**src/rtl/pipe_pkg.sv**
```systemverilog
// Shared types for the two-entry pipeline boundary register.
// Ports: none (package only).
// Holds the occupancy state encoding used by pipe_stage_skid_reg.
package pipe_pkg;

    // Occupancy of the stage: nothing held, main only, or main plus skid.
    typedef enum logic [1:0] {
        EMPTY = 2'd0,
        ONE   = 2'd1,
        FULL  = 2'd2
    } pipe_state_t;

    // Largest number of entries a single flush can discard.
    localparam int unsigned MAX_SQUASH_PER_FLUSH = 2;

endpackage : pipe_pkg

```
**src/rtl/pipe_sat_counter.sv**
```systemverilog
// Saturating counter that adds 0, 1 or 2 per cycle and never wraps.
// Latency: o_cnt reflects an increment on the cycle after the edge that applied it.
// Backpressure: none; an increment is applied every cycle it is presented.
// Ports: i_clk/i_reset (sync, active-high), i_add (0..2), o_cnt (count value).
module pipe_sat_counter #(
    parameter int CNT_W = 16
) (
    input  logic             i_clk,
    input  logic             i_reset,
    input  logic [1:0]       i_add,
    output logic [CNT_W-1:0] o_cnt
);

    localparam logic [CNT_W:0] MAX_CNT = {1'b0, {CNT_W{1'b1}}};

    logic [CNT_W-1:0] r_cnt;
    logic [CNT_W:0]   w_sum;

    // One extra bit of headroom so an overshoot past the max is visible.
    assign w_sum = {1'b0, r_cnt} + (CNT_W+1)'(i_add);

    always_ff @(posedge i_clk) begin
        if (i_reset) begin
            r_cnt <= '0;
        end else if (w_sum > MAX_CNT) begin
            r_cnt <= MAX_CNT[CNT_W-1:0];
        end else begin
            r_cnt <= w_sum[CNT_W-1:0];
        end
    end

    assign o_cnt = r_cnt;

endmodule : pipe_sat_counter

```
**src/rtl/pipe_stage_skid_reg.sv**
```systemverilog
// Two-entry valid/ready pipeline register (main + skid) with flush and squash counting.
// Latency: 1 cycle from in_fire to out_valid when empty, or when one entry drains the same cycle.
// Backpressure: in_ready comes from registered state only; the skid entry absorbs one
//               transfer when out_ready drops, so out_ready never reaches in_ready combinationally.
// Ports: clk/reset (sync, active-high), flush, in_valid/in_ready/in_data upstream,
//        out_valid/out_ready/out_data downstream, squash_cnt (saturating discarded-entry count).
module pipe_stage_skid_reg
    import pipe_pkg::*;
#(
    parameter int DATA_W     = 32,
    parameter int CLEAR_DATA = 1,
    parameter int CNT_W      = 16
) (
    input  logic              clk,
    input  logic              reset,
    input  logic              flush,
    input  logic              in_valid,
    output logic              in_ready,
    input  logic [DATA_W-1:0] in_data,
    output logic              out_valid,
    input  logic              out_ready,
    output logic [DATA_W-1:0] out_data,
    output logic [CNT_W-1:0]  squash_cnt
);

    pipe_state_t       r_state;
    logic [DATA_W-1:0] r_main;
    logic [DATA_W-1:0] r_skid;

    logic              w_in_fire;
    logic              w_out_fire;
    logic [1:0]        w_squash_add;

    assign in_ready   = (r_state != FULL) & ~reset;
    assign out_valid  = (r_state != EMPTY);
    assign out_data   = r_main;

    assign w_in_fire  = in_valid & in_ready;
    assign w_out_fire = out_valid & out_ready;

    // Entries held at the start of a flush cycle, minus the one that still
    // leaves through the output port that same cycle.
    always_comb begin
        w_squash_add = 2'd0;
        if (flush) begin
            case (r_state)
                ONE:     w_squash_add = out_ready ? 2'd0 : 2'd1;
                FULL:    w_squash_add = out_ready ? 2'd1 : 2'd2;
                default: w_squash_add = 2'd0;
            endcase
        end
    end

    always_ff @(posedge clk) begin
        if (reset) begin
            r_state <= EMPTY;
            r_main  <= '0;
            r_skid  <= '0;
        end else if (flush) begin
            // Flush outranks any transfer: the incoming entry is dropped.
            r_state <= EMPTY;
            if (CLEAR_DATA != 0) begin
                r_main <= '0;
                r_skid <= '0;
            end
        end else begin
            case (r_state)
                EMPTY: begin
                    if (w_in_fire) begin
                        r_main  <= in_data;
                        r_state <= ONE;
                    end
                end
                ONE: begin
                    if (w_in_fire && w_out_fire) begin
                        r_main <= in_data;
                    end else if (w_in_fire) begin
                        r_skid  <= in_data;
                        r_state <= FULL;
                    end else if (w_out_fire) begin
                        r_state <= EMPTY;
                    end
                end
                FULL: begin
                    // in_ready is low here, so only a drain can happen.
                    if (w_out_fire) begin
                        r_main  <= r_skid;
                        r_state <= ONE;
                    end
                end
                default: r_state <= EMPTY;
            endcase
        end
    end

    pipe_sat_counter #(
        .CNT_W (CNT_W)
    ) u_squash_cnt (
        .i_clk   (clk),
        .i_reset (reset),
        .i_add   (w_squash_add),
        .o_cnt   (squash_cnt)
    );

endmodule : pipe_stage_skid_reg
```
**config.mk**
```make
export PLATFORM = sky130hd
export DESIGN_NAME = pipe_stage_skid_reg
export DESIGN_NICKNAME = d
export VERILOG_FILES = /design/src/rtl/pipe_pkg.sv /design/src/rtl/pipe_sat_counter.sv /design/src/rtl/pipe_stage_skid_reg.sv
export SDC_FILE = /design/constraint.sdc
export NUM_CORES = 1
export LEC_CHECK = 0
export ABC_AREA = 1
export ABC_CLOCK_PERIOD_IN_PS = 2300
export BUFFER_PORTS_ARGS = -buffer_cell sky130_fd_sc_hd__clkbuf_2
export CAP_MARGIN = 25
export CORE_UTILIZATION = 40
export DETAILED_ROUTE_END_ITERATION = 8
export GPL_ROUTABILITY_DRIVEN = 0
export GPL_TIMING_DRIVEN = 0
export SLEW_MARGIN = 40
export SYNTH_ARGS = -nofsm -noshare
export SYNTH_HDL_FRONTEND = slang
export SYNTH_SLANG_ARGS = --single-unit
```
**constraint.sdc**
```tcl
create_clock -name clk -period 2.3 [get_ports clk]
set_input_delay 0.115 -clock clk [delete_from_list [all_inputs] [get_ports clk]]
set_output_delay 0.115 -clock clk [all_outputs]
set_load 0.05 [all_outputs]
```
==> metrics <==
outcome complete, no violations; total clock sinks 82; Slew headroom 0.6545; initial antenna violation count 0; Nets 736; total CTS buffers 9; 1st-pass router iterations 4; Non-Filler Instances 830; Setup Skew 8.003 ps; cell count after placement 811; switching share of total power 0.2829; clock latency on the worst-skew pair 350 ps; fin crit share 0.9288; Initial Utilization 0.4202; # diodes 0; Post-CTS Hold Fix Bufs 0; max frequency about 470 MHz; total track usage 0.2079; full die area approximately 10,000 sq um; worst flop-to-flop path endpoint u_squash_cnt.o_cnt[13]$_SDFF_PP0_; # rows 35; worst path required time 2560 ps; Layout area overhead 21.86%; core area 9371 sq um; clk root buf clkbuf_8; via count 3,908; critical path peak fanout 15; grt total ovfl 0; Crit Path Category reg2reg; Final setup viols 0; post-synthesis cell type count 26; CP Cell Sequence inv_2 -> nand2_4 -> clkinv_8 -> nand2_1 -> a21oi_1 -> ha_2 -> fa_2 -> nand2_2 -> nor2_4 -> nand4_1 -> buf_6 -> nand3_1 -> nand2_1 -> inv_1; CTS tree built; hold_ws 30.01 ps; htree depth 3; number of buffers added on ports 85; routed length per instance 12.08 microns; Slew @ Worst Pin 518.2 ps; vias in the first global route roughly 3,600; mapped cell area 3938 sq um; Worst R2R Setup Slack 160 ps; Post-synth top flop dfxtp_1; sequential share of power 0.509; # IOs 87; DRT antenna net count 0; slowest stage delay, CP 360 ps; HP Class in2reg; number of synthesized flops with an enable pin 0; height of the die 101.2 microns; max_cap viols 0; Pwr Density 598.8 nW/um^2; CP Launch Type register; r2r startpoint r_state[0]$_SDFFE_PP0P_; Worst R2R Path Depth 14; Slew Limit Fails 0; Ys Warns 0; Hold Path End r_skid[7]$_SDFFE_PP0P_; min-delay src in_data[7]; Final Hold Fails 0; combinational power share 0.142; NetSw 0.0008129 W; first-pass GRT wire length 16,760 microns; Post-DP HPWL 7373 microns; LEAKAGE 2.201 nW; clock share of power 0.349; Worst Path Arrival 2390 ps; CTS Buffer Depth 2; Avg Inst Size Synth 6.596 sq um; DR vias/cell 4.708; asr flop ratio synth 0; total power about 0.0029 W; Hold Path Depth 3; Setup TNS 0 ps; final WL roughly 10,000 microns; Detailed Route Iter0 Violations 148; Reg clk slew, reported paths about 90 ps; endpoint class of the critical path register; CP dominant cell by count nand2_1; worst-path cell with the longest stage delay dfxtp_2; Internal between 0.002 and 0.0025 W; Die X 101.2 microns; Seq/Total Area, Yosys 0.4169; Synth Instances slightly below 600; largest net degree at the start of global routing 16; syn nets 637; VDD IR max 321.1 uV; Final Critical Period ~2100 ps; Remaining DRCs 0; FF+latch count, synth 82; layout cell share with drive strength beyond 1 0.2068
-- per-layer routing --
layer | wire length, microns | global-route usage
met1 | 4637 | 0.2769
met2 | 4679 | 0.3380
met3 | 513 | 0.03520
met4 | 197 | 0.07915
met5 | 0 | 0
-- power by group through the flow --
stage	logic, W	registers (W)	clock network (W)
final	0.000409	0.00146	0.00100
after global routing	0.000456	0.00147	0.00109
after CTS	0.000410	0.00146	0.00103
after detailed placement	0.000410	0.00150	0
after global placement	0.000407	0.00150	0
after floorplan	0.000203	0.00159	0
-- critical path: cells and delay by family (launching register included) --
kind | cells | cell delay [ps]
AO/OA/AOI/OAI | 1 | 80
adder cells (fa/ha/maj) | 2 | 560
buffers and inverters | 4 | 350
flip-flops | 1 | 360
AND/OR/NAND/NOR | 7 | 660
-- area by class of cell --
| cell class | count | area [sq um] |
|---|---|---|
| Buffer | 35 | 201.4 |
| Clock buffer | 13 | 168.9 |
| Clock inverter | 3 | 22.52 |
| Fill cell | 1069 | 4573 |
| Inverter | 54 | 215.2 |
| Multi-Input combinational cell | 425 | 1929 |
| Sequential cell | 82 | 1644 |
| Tap cell | 129 | 161.4 |
| Timing Repair Buffer | 89 | 455.4 |
-- cells in the final DEF (no fill, tap or decap), types with 2 or more instances in the layout --
cell type and count:
nor2_1 107, nand3_1 42, inv_2 3, nand4_1 6, nor3_1 2, inv_1 50
o21ai_0 34, xnor2_1 3, buf_4 19, dfxtp_1 80, clkinvlp_4 3, nand2_1 161
a21oi_1 47, nor2_4 4, nand3_2 2, clkbuf_8 12, clkbuf_2 85, a21oi_2 2
xor2_1 5, clkbuf_1 13, buf_1 2, dfxtp_2 2, buf_2 5
-- registers in the layout, indices dropped and copies added (netlist names) --
register            count
u_squash_cnt.o_cnt     16
r_skid                 32
r_state                 2
out_data               32
-- timing repair --
| action | 4_1_cts | 5_1_grt |
|---|---|---|
| setup buffers | 0 | 4 |
| gates resized for setup | 8 | 11 |
| pin swaps | 1 | 2 |
| setup endpoints to repair | 16 | 15 |
-- Yosys cell counts, types with 2 or more instances --
| master | count | area, sq um |
|---|---|---|
| nand2_1 | 162 | 608.1 |
| nor2_1 | 111 | 416.7 |
| dfxtp_1 | 82 | 1642 |
| inv_1 | 50 | 187.7 |
| a21oi_1 | 48 | 240.2 |
| nand3_1 | 42 | 210.2 |
| o21ai_0 | 34 | 170.2 |
| buf_4 | 15 | 112.6 |
| clkbuf_1 | 12 | 45.04 |
| buf_2 | 7 | 35.03 |
| nand4_1 | 6 | 37.54 |
| xor2_1 | 5 | 43.79 |
| inv_2 | 4 | 15.01 |
| xnor2_1 | 3 | 26.28 |
| buf_1 | 2 | 7.510 |
| ha_1 | 2 | 25.02 |
| nand3_2 | 2 | 20.02 |
| nor3_1 | 2 | 10.01 |
-- how the worst max path moves through the flow --
stage          depth (start not counted)                     from                                 to
2_1_floorplan                         14  r_state[1]$_SDFFE_PP0P_  u_squash_cnt.o_cnt[13]$_SDFF_PP0_
3_3_place_gp                          11  r_state[1]$_SDFFE_PP0P_   u_squash_cnt.o_cnt[5]$_SDFF_PP0_
3_5_place_dp                          12  r_state[1]$_SDFFE_PP0P_   u_squash_cnt.o_cnt[8]$_SDFF_PP0_
4_1_cts                               11  r_state[1]$_SDFFE_PP0P_   u_squash_cnt.o_cnt[5]$_SDFF_PP0_
5_1_grt                               12  r_state[0]$_SDFFE_PP0P_   u_squash_cnt.o_cnt[8]$_SDFF_PP0_
6_report                              14  r_state[0]$_SDFFE_PP0P_  u_squash_cnt.o_cnt[13]$_SDFF_PP0_
-- stage by stage --
| stage | worst slack [ps] | cell area [sq um] | util |
|---|---|---|---|
| floorplan | 131.4 | 3938 | - |
| global placement | -305.4 | 4524 | 0.4828 |
| detailed placement | -336.7 | 4524 | 0.4828 |
| CTS | 35.19 | 4736 | 0.5053 |
| global route | -12.50 | 4798 | 0.5120 |
| finish | 163.8 | 4798 | 0.5120 |
-- logic make-up after synthesis --
family | after synthesis | share of synthesized area
compound gates | 87 | 0.1150
xor+xnor | 8 | 0.01780
fa+ha+maj | 3 | 0.01144
buf+inv | 90 | 0.1023
flops | 82 | 0.4169
simple gates | 327 | 0.3365
Power figures use the tool's default switching activity.
